`src/rtl/spi_readout_pkg.sv`:
```
// Shared types and constants for the SPI readout path.
// READ_PARITY_EN adds the odd-parity PAR state.
package spi_readout_pkg;

`ifdef READ_PARITY_EN
   typedef enum logic [1:0] {StIdle, StShift, StPar} state_e;
`else
   typedef enum logic [1:0] {StIdle, StShift} state_e;
`endif

   localparam logic [7:0] CHIP_ID        = 8'hA5;
   localparam logic [7:0] ADDR_TRIG      = 8'd1;
   localparam logic [7:0] ADDR_INSTR     = 8'd2;
   localparam logic [7:0] ADDR_MODE      = 8'd3;
   localparam logic [7:0] ADDR_ANALOG_LO = 8'd4;
   localparam logic [7:0] ADDR_ANALOG_HI = 8'd59;
   localparam logic [7:0] INVALID_BYTE   = 8'hFF;

endpackage

```
`src/rtl/readout_byte_select.sv`:
```
// Combinational address decode choosing the byte to be read out.
module readout_byte_select
   import spi_readout_pkg::*;
(
   input  logic [7:0] addr,
   input  logic [7:0] trig_mask,
   input  logic [7:0] instruction,
   input  logic [7:0] mode,
   input  logic [7:0] analog_byte,
   output logic [7:0] sel_byte
);

   always_comb begin
      sel_byte = INVALID_BYTE;
      if (addr == 8'd0) begin
         sel_byte = CHIP_ID;
      end else if (addr == ADDR_TRIG) begin
         sel_byte = trig_mask;
      end else if (addr == ADDR_INSTR) begin
         sel_byte = instruction;
      end else if (addr == ADDR_MODE) begin
         sel_byte = mode;
      end else if (addr >= ADDR_ANALOG_LO && addr <= ADDR_ANALOG_HI) begin
         sel_byte = analog_byte;
      end
   end

endmodule

```
`src/rtl/readout_serializer.sv`:
```
// MSB-first register readout shifter for the SPI slave.
// Define READ_PARITY_EN to append one odd-parity bit after each byte.
module readout_serializer
   import spi_readout_pkg::*;
(
   input  logic       sclk,
   input  logic       rst,
   input  logic       cs_active,
   input  logic       msg_flag,
   input  logic [7:0] addr,
   input  logic [7:0] trig_mask,
   input  logic [7:0] instruction,
   input  logic [7:0] mode,
   input  logic [7:0] analog_byte,
   output logic       serial_out,
   output logic       busy,
   output logic [7:0] byte_cnt,
   output logic       overrun
);

   state_e     state_q;
   logic [7:0] shift_q;
   logic [2:0] bit_cnt_q;
   logic       busy_q;
   logic [7:0] byte_cnt_q;
   logic       overrun_q;
   logic [7:0] sel_byte;
`ifdef READ_PARITY_EN
   logic       par_q;
`endif

   readout_byte_select u_byte_select (
      .addr        (addr),
      .trig_mask   (trig_mask),
      .instruction (instruction),
      .mode        (mode),
      .analog_byte (analog_byte),
      .sel_byte    (sel_byte)
   );

   // serial_out is always the MSB of the shift register; idle leaves it zeroed.
   always_ff @(posedge sclk) begin
      if (rst || !cs_active) begin
         state_q    <= StIdle;
         shift_q    <= '0;
         bit_cnt_q  <= '0;
         busy_q     <= 1'b0;
         byte_cnt_q <= '0;
         overrun_q  <= 1'b0;
`ifdef READ_PARITY_EN
         par_q      <= 1'b0;
`endif
      end else if (msg_flag) begin
         if (state_q == StShift && bit_cnt_q != 3'd7) begin
            overrun_q <= 1'b1;
         end
         state_q   <= StShift;
         shift_q   <= sel_byte;
         bit_cnt_q <= '0;
         busy_q    <= 1'b1;
         if (byte_cnt_q != 8'hFF) begin
            byte_cnt_q <= byte_cnt_q + 8'd1;
         end
`ifdef READ_PARITY_EN
         par_q     <= ~(^sel_byte);
`endif
      end else begin
         unique case (state_q)
            StShift: begin
               if (bit_cnt_q != 3'd7) begin
                  shift_q   <= {shift_q[6:0], 1'b0};
                  bit_cnt_q <= bit_cnt_q + 3'd1;
               end else begin
                  bit_cnt_q <= '0;
`ifdef READ_PARITY_EN
                  state_q   <= StPar;
                  shift_q   <= {par_q, 7'b0};
`else
                  state_q   <= StIdle;
                  shift_q   <= '0;
                  busy_q    <= 1'b0;
`endif
               end
            end
`ifdef READ_PARITY_EN
            StPar: begin
               state_q <= StIdle;
               shift_q <= '0;
               busy_q  <= 1'b0;
            end
`endif
            default: begin
               state_q <= StIdle;
               shift_q <= '0;
               busy_q  <= 1'b0;
            end
         endcase
      end
   end

   assign serial_out = shift_q[7];
   assign busy       = busy_q;
   assign byte_cnt   = byte_cnt_q;
   assign overrun    = overrun_q;

endmodule

```
`config.mk`:
```
export PLATFORM = sky130hd
export DESIGN_NAME = readout_serializer
export DESIGN_NICKNAME = d
export VERILOG_FILES = /design/src/rtl/spi_readout_pkg.sv /design/src/rtl/readout_byte_select.sv /design/src/rtl/readout_serializer.sv
export SDC_FILE = /design/constraint.sdc
export NUM_CORES = 1
export LEC_CHECK = 0
export CORE_MARGIN = 2
export CORE_UTILIZATION = 25
export CTS_BUF_LIST = sky130_fd_sc_hd__clkbuf_2 sky130_fd_sc_hd__clkbuf_4 sky130_fd_sc_hd__clkbuf_8
export DETAILED_ROUTE_END_ITERATION = 12
export PLACE_DENSITY = 0.53
export SLEW_MARGIN = 25
export SYNTH_ARGS = -nofsm -noshare
export SYNTH_HDL_FRONTEND = slang
export SYNTH_SLANG_ARGS = --single-unit
```
`constraint.sdc`:
```
create_clock -name sclk -period 4 [get_ports sclk]
set_input_delay 0.4 -clock sclk [delete_from_list [all_inputs] [get_ports sclk]]
set_output_delay 0.4 -clock sclk [all_outputs]
set_load 0.02 [all_outputs]
```
# Yosys cells after proc, flatten, opt, wreduce, memory -nomap -nowiden
# Index checks and enable logic that the tools add are counted.
# classes
order_cmp,2
n_mux,15
n_reduce_logical,8
n_addsub,2
n_eq_ne,6
# op_table
cell,count
two-way mux 8 bit,8
== test 8 x 2 -> 1 bit (second input constant),2
adder 8 x 1 -> 8 bit (second input constant),1
== test 8 x 1 -> 1 bit (second input constant),1
>= comparator 8 x 3 -> 1 bit (second input constant),1
less-or-equal comparator 8 x 6 -> 1 bit (second input constant),1
zero test 8 bit,1
inequality test 8 bit (second input constant),1
two-way mux 1 bit,6
inequality test 3 bit (second input constant),2
AND reduction 2 bit,2
adder 3 x 1 -> 3 bit (second input constant),1
two-way mux 3 bit,1
logical AND 1 bit,2
OR reduction 2 bit,1
zero test 1 bit,1
logical OR 1 bit,1
# word_totals
elab_cells,39
register_bits,22
output_inout_bits,11
input_bits,44

# Logic depth before layout (Yosys ltp)
# Gate-level depths: netlist of the first run.
# logic_depth
word_depth,8
depth_mapped,6

# Hierarchy
# A second synthesis of the first run with hierarchy kept.
# hier_totals
hier_cells,135
area_unflattened_um2,1224.9
# modules_own_cells
mod,cells_each,n_inst,area_each_um2
readout_serializer,99,1,928.4
readout_byte_select,36,1,296.5

# Worst setup path after synthesis of the first run
# OpenSTA, ideal clock, no wires.
# synth_path
path_kind,input-to-reg
start,input addr[2]
end,register shift_q[0]
setup_slack_ps,2561
setup_ps,127
n_path_buf,0
arrival_ps,1312
path_stages,4
path_cell_list,nor4_4 > nand2_2 > o41ai_1 > nor3_1
# synth_between
elab_chain_cells,8
word_cells_on_any_way,13
# synth_lines
item,line_no,source
"start, declared",readout_serializer.sv:10,"input logic [7:0] addr,"
>= comparator 8 x 3 -> 1 bit or less-or-equal comparator 8 x 6 -> 1 bit (tied branches),readout_byte_select.sv:23,end else if (addr >= ADDR_ANALOG_LO && addr <= ADDR_ANALOG_HI) begin
logical AND 1 bit,readout_byte_select.sv:23,
two-way mux 8 bit,readout_byte_select.sv:23,
two-way mux 8 bit,readout_byte_select.sv:21,end else if (addr == ADDR_MODE) begin
two-way mux 8 bit,readout_byte_select.sv:19,end else if (addr == ADDR_INSTR) begin
two-way mux 8 bit,readout_byte_select.sv:17,end else if (addr == ADDR_TRIG) begin
two-way mux 8 bit (*),readout_byte_select.sv:15,if (addr == 8'd0) begin
two-way mux 8 bit (*),readout_serializer.sv:53,end else if (msg_flag) begin
"end signal, assigned",readout_serializer.sv:58,shift_q <= sel_byte;
"end signal, assigned",readout_serializer.sv:71,"shift_q <= {shift_q[6:0], 1'b0};"
"end, declared",readout_serializer.sv:22,logic [7:0] shift_q;
# Every way passes the cells marked *; elsewhere a longest branch is shown, timed or not.
# A chain may end at the register's enable or synchronous reset.

# Final worst setup path of the first run
# layout_path
start,input msg_flag
end,"register byte_cnt_q[7], in the netlist byte_cnt[7]"
# layout_between
elab_chain_cells,1
# layout_lines
item,line_no,source
"start, declared",readout_serializer.sv:9,"input logic msg_flag,"
AND reduction 2 bit (no line),-,
"end signal, assigned",readout_serializer.sv:62,byte_cnt_q <= byte_cnt_q + 8'd1;
"end, declared",readout_serializer.sv:25,logic [7:0] byte_cnt_q;
# Every way passes these cells.

==> results of run 1 <==
## stage by stage
stage               instance area [um^2]  hold WS, ps  util, %  power, W
floorplan                           1200          419        -  0.000258
global placement                    1790          445     38.1  0.000313
detailed placement                  1790          443     38.1  0.000313
CTS                                 1840          461     39.2  0.000457
global route                        1840          487     39.2  0.000477
finish                              1840          456     39.2  0.000452
## registers in the layout (all words and copies together), names as in the netlist
signal,flops
byte_cnt,8
shift_q,8
bit_cnt_q,3
busy,1
overrun,1
## cells in the mapped netlist, types with 2 or more instances
cell	n
nor3_1	7
a31oi_1	5
o211ai_1	2
a2bb2oi_1	6
a211oi_1	3
nand4_1	2
o221ai_1	3
inv_1	6
nand3_1	5
a21oi_1	19
nor2_1	13
o22ai_1	4
nand2_1	10
mux2i_1	4
a311oi_1	2
and3_1	3
dfxtp_1	21
nor2b_1	3
buf_2	3
and2_1	5
nand2b_1	2
clkbuf_1	4
ha_1	3
o41ai_1	2
xnor2_1	3
## metal layers
layer  routed length (um)  vias up  GRT usage (%)
li1                     -      661              -
met1                 1520      611           16.6
met2                 1770       21           24.1
met3                   86        2           2.74
met4                   27        0           3.03
met5                    0        -              0
## power by group
part / leakage [nW] / internal (W) / switching, W / total (W)
sequential: 0.171 / 0.000214 / 0.00000315 / 0.000217
clock: 0.0262 / 0.0000776 / 0.0000658 / 0.000143
combinational: 0.442 / 0.0000554 / 0.0000361 / 0.0000915
## critical path: cells and delay by family
family	cells	cell delay [ps]
buffers and inverters	1	750
and+or+nand+nor	2	740
AOI/OAI and AO/OA	1	150
## final cells by class
type | count | share of cell area [%]
multi-input combinational | 115 | 39.8
timing repair buffer | 55 | 29.8
sequential | 21 | 22.9
tap | 54 | 3.68
clock buffer | 4 | 2.65
inverter | 6 | 1.23
## worst paths after layout
| path | end | slack [ps] | cells past startpoint |
|---|---|---|---|
| setup / recovery | byte_cnt[7] | 2140 | 4 |
| hold / removal | shift_q[7] | 460 | 2 |
| setup reg to reg | shift_q[1] | 2520 | 6 |
| hold reg to reg | shift_q[7] | 460 | 2 |
## cell families (layout without fill, tap and decap cells)
| logic type | after synthesis | in the layout |
|---|---|---|
| AND/OR/NAND/NOR | 57 | 57 |
| AO/OA/AOI/OAI | 48 | 48 |
| XOR/XNOR | 3 | 3 |
| flip-flops | 21 | 21 |
| buffers and inverters | 13 | 65 |
| multiplexers | 4 | 4 |
| adder cells (fa/ha/maj) | 3 | 3 |
==> summary.md, run 1 <==
| Metric | Value |
|---|---|
| Status | complete, no violations |
| Number of hold buffers added after cts | 0 |
| Placed Instances | 251 |
| CTS root buffer | clkbuf_8 |
| Crit end category | flip-flop |
| Fin Setup TNS | 0 ps |
| Die width | 73.4 um |
| WL per Instance | 13.3 um |
| Dpl hpwl | 2750 um |
| Critical path origin | msg_flag |
| Final Cycle Share | 46.5% |
| Drt first-iter violations | 49 |
| Post-CTS sizing | 0 |
| Initial antenna violation count | 0 |
| Max clock buf depth | 2 |
| Hold Crit Class | reg -> reg |
| Max VDD drop | 0.146 mV |
| Pin count of the biggest net entering global routing | 19 |
| Area grow syn2layout | 52.7% |
| Ys Warns | 0 |
| Avg Synthesized Cell Area | 8.08 um^2 |
| Vias per cell | 5.08 |
| Register area share after synthesis | 34.9% |
| PD cells | 246 mW/mm^2 |
| Crit-path max cell delay | 750 ps |
| Grt ovf | 0 |
| Compound-Gate Fraction of Synth Area | 26.3% |
| Routed Antenna Nets | 0 |
| H-tree level count | 1 |
| Hold_sp | shift_q[6] |
| Unrepaired setup endpoints after global routing | no |
| Post-route DRC | 0 |
| Worst slew margin | 61.7% |
| Drt pass-1 iters | 4 |
| # rows | 25 |
| Top cells by area, synth | dfxtp_1, a21oi_1, a2bb2oi_1 |
| Die H | 73.4 um |
| Die area | 0.00539 mm^2 |
| Final Skew | 3.94 ps |
| Synth Register Bits | 21 |
| Synthesized Nets | 196 |
| Worst-margin pin slew | 575 ps |
| Synthesized area | 0.00120 mm^2 |
| CP Max Fanout | 13 |
| Final min period | 1860 ps |
| Clock latency at the later pin of the worst-skew pair | 250 ps |
| RR Startpoint | bit_cnt_q[0] |
| Main synth FF type | dfxtp_1 |
| FFs w/ async S/R, synth | 0% |
| Commonest non-fill, non-tap cell in the layout | clkdlybuf4s50_1 |
| Crit-path slowest cell | clkdlybuf4s50_1 |
| Adder-cell share of the synthesized area | 3.12% |
| Final cell count without fillers | 255 |
| Layout cell share with drive strength beyond 1 | 4.48% |
| Final setup viols | 0 |
| Total GRT Usage | 13.5% |
| Crit path required time | 4180 ps |
| Synth top area share | 34.9% |
| Layout filler cell count | 496 |
| Fmax | 538 MHz |
| Layout net count | 249 |
| Commonest non-fill, non-tap cells in the layout | clkdlybuf4s50_1, dfxtp_1, a21oi_1 |
| Postcts setup bufs | 0 |
| Clock-pin slew on the worst setup and hold paths | 80 ps |
| Clk sinks | 21 |
| Max_cap viols | 0 |
| Number of buffers created by CTS | 3 |
| Xor/xnor share of the synthesized area | 2.18% |
| CP Launch Type | primary input |
| CP arrival | 2040 ps |
| Post-synth EDFFs | 0 |
| Cell variety after synth | 34 |
| Routability cong. | 0.758 |
| Post-Synthesis Cells | 149 |
| IO buf count | 54 |
| Mux contribution to synthesized area | 3.33% |
| Cell taking the most area after synthesis | dfxtp_1 |
| Area of the multi-input gates | 731 um^2 |
| Cells along the critical path | clkdlybuf4s50_1 > nand3_1 > or4_1 > a21oi_1 |
| Pleak | 0.639 nW |
| IO Pins | 55 |
| Slew Limit Fails | 0 |
| Final hold vios | 0 |
| Register area | 420 um^2 |
| CTS tree | yes |
| Setup CP Type | in -> reg |
| Vias in the first global route | 1264 |
| Total number of vias | 1295 |
| DRT Wirelength | 3400 um |
| Core Region | 0.00469 mm^2 |
| Setup ws final | 2140 ps |
| Largest family of logic cells by synthesized area | compound AO/OA/AOI/OAI gates |
| Dpl ws | 1880 ps |
| # diodes | 0 |
| Initial core utilization | 25.7% |
| First-pass GRT wire length | 5750 um |
| Post-Synth Simple-Gate Area | 25.8% |
Note: power is estimated with default switching activity, not from simulation.
==> inputs of run 2 (changes only) <==
--- a/config.mk
+++ b/config.mk
@@ -9,7 +9,7 @@
 export CORE_UTILIZATION = 25
 export CTS_BUF_LIST = sky130_fd_sc_hd__clkbuf_2 sky130_fd_sc_hd__clkbuf_4 sky130_fd_sc_hd__clkbuf_8
 export DETAILED_ROUTE_END_ITERATION = 12
-export PLACE_DENSITY = 0.53
+export PLACE_DENSITY = 0.55
 export SLEW_MARGIN = 25
 export SYNTH_ARGS = -nofsm -noshare
 export SYNTH_HDL_FRONTEND = slang
==> constraint.sdc (replaced) <==
create_clock -name sclk -period 1.7 [get_ports sclk]
set_input_delay 0.17 -clock sclk [delete_from_list [all_inputs] [get_ports sclk]]
set_output_delay 0.17 -clock sclk [all_outputs]
set_load 0.02 [all_outputs]
==> run 2 against run 1 <==
Compared with the run above:
- combinational power rose to 2.5 times the previous value
- worst setup slack worse by 2000 ps
- wire length barely moved
- register-to-register slack lost 2300 ps
- first-iteration DRC count is 96% higher
- die area unchanged
- flip-flop and latch count stayed put
- cell area up 3.9%
- largest power group unchanged
==> summary.md, run 2 (synthesis results as in run 1) <==
| Metric | Value |
|---|---|
| CTS root buffer | clkbuf_8 |
| Final hold vios | 0 |
| R2r setup slk | 240 ps |
| # rows | 25 |
| Total number of vias | 1296 |
| Commonest non-fill, non-tap cells in the layout | clkdlybuf4s50_1, dfxtp_1, a21oi_1 |
| Crit-path max cell delay | 640 ps |
| RR Endpoint | shift_q[1] |
| Final cell count without fillers | 265 |
| PD cells | 563 mW/mm^2 |
| IO buf count | 54 |
| Post-route DRC | 0 |
| Layout cell share with drive strength beyond 1 | 9.00% |
| CP Max Fanout | 7 |
| Worst Hold Depth | 2 |
| Clock-pin slew on the worst setup and hold paths | 80 ps |
| Final Skew | 2.03 ps |
| Hold Crit Class | reg -> reg |
| CP Launch Type | flip-flop |
| Buffers & Inverters on Critical Path | 1 |
| Worst-margin pin slew | 328 ps |
| Status | complete, no violations |
| Layout filler cell count | 490 |
| CTS tree | yes |
| Final min period | 1520 ps |
| Vias per cell | 4.89 |
| Setup CP Type | reg -> out |
| Pin count of the biggest net entering global routing | 13 |
| Crit path required time | 1530 ps |
| Dpl hpwl | 2760 um |
| Cell depth of the worst flop-to-flop path | 6 |
| Delay-heaviest family, CP | buffers and inverters |
| Tightest hold margin | 470 ps |
| Drt pass-1 iters | 4 |
| H-tree level count | 1 |
| Number of buffers created by CTS | 3 |
| Max_cap viols | 0 |
| Clk sinks | 21 |
| DRT Wirelength | 3400 um |
| Slew Limit Fails | 0 |
| Total GRT Usage | 12.6% |
| WL per Instance | 12.8 um |
| Crit-path slowest cell | clkdlybuf4s50_1 |
| Setup ws final | 181 ps |
| Final setup viols | 0 |
| Die width | 73.4 um |
| Register area | 420 um^2 |
| First-pass GRT wire length | 5290 um |
| Routed Antenna Nets | 0 |
| Placed Instances | 261 |
| Unrepaired setup endpoints after global routing | no |
| Dpl ws | -24.6 ps |
| Final Cycle Share | 89.4% |
| CP arrival | 1350 ps |
| Initial antenna violation count | 0 |
| WHS Endpoint | shift_q[2] |
| Max VDD drop | 0.298 mV |
| Crit end category | output pin |
| Hold_sp | shift_q[1] |
| Post-CTS sizing | 0 |
| RR Startpoint | bit_cnt_q[0] |
| Number of hold buffers added after cts | 0 |
| Grt ovf | 0 |
| Area grow syn2layout | 58.7% |
| # diodes | 0 |
| Die area | 0.00539 mm^2 |
| Worst slew margin | 78.1% |
| Vias in the first global route | 1196 |
| Pleak | 0.687 nW |
| Layout net count | 259 |
| Max clock buf depth | 2 |
| Commonest non-fill, non-tap cell in the layout | clkdlybuf4s50_1 |
| Drt first-iter violations | 96 |
| CP Depth | 1 |
| Core Region | 0.00469 mm^2 |
| Routability cong. | 0.795 |
| Fmax | 658 MHz |
| Postcts setup bufs | 0 |
| Clock latency at the later pin of the worst-skew pair | 260 ps |
| IO Pins | 55 |
| Cells along the critical path | clkdlybuf4s50_1 |
| Area of the multi-input gates | 731 um^2 |
| Initial core utilization | 25.7% |
| Die H | 73.4 um |
==> run 2: cell types whose count changed in the layout (fill, tap and decap cells not counted) <==
cell	before	now
buf_4	1	11
clkbuf_4	1	0
clkinv_2	0	1
==> run 2: power by group <==
part           internal [W]  leakage (nW)  switching, W
Clock              0.000163        0.0255      0.000171
Combinational      0.000144         0.491     0.0000875
Sequential         0.000503         0.171    0.00000751
Total              0.000810         0.687      0.000266
==> run 2: tightest hold or removal path, delay by kind of cell, from the launching register on <==
kind | cells | cell delay [ps]
compound gates | 1 | 70
flops | 1 | 320
simple gates | 1 | 50
==> run 2: through the flow <==
stage	TNS (ps)	util [%]	total power (W)	area, um^2
after global placement	-3.33	39.7	0.000756	1860
after global routing	0	40.7	0.00113	1910
final	0	40.7	0.00108	1910
after CTS	0	40.7	0.00108	1910
after floorplan	0	-	0.000607	1200
after detailed placement	-24.6	39.7	0.000754	1860
==> run 2: worst max path at each step <==
stage                            from           to  slack [ps]
after CTS                 byte_cnt[2]  byte_cnt[2]         170
after floorplan           byte_cnt[0]  byte_cnt[6]         270
after detailed placement      addr[2]   shift_q[0]         -20
after global placement        addr[2]   shift_q[0]          -3
final                     byte_cnt[2]  byte_cnt[2]         180
after global routing      byte_cnt[2]  byte_cnt[2]         120
==> run 2: area by class of cell <==
type                    count  share of cell area (%)
flip-flops and latches     21                    22.0
clock buffers               3                    2.16
well taps                  54                    3.54
repair buffers             65                    32.6
multi-input cells         115                    38.2
clock inverters             1                   0.262
inverters                   6                    1.18
==> run 2: metal layers <==
layer	GRT usage [%]	up-vias	wire length, um
met5	0	-	0
met4	3.64	0	25
met1	17.0	583	1660
met3	2.61	2	137
li1	-	682	-
met2	20.4	29	1580
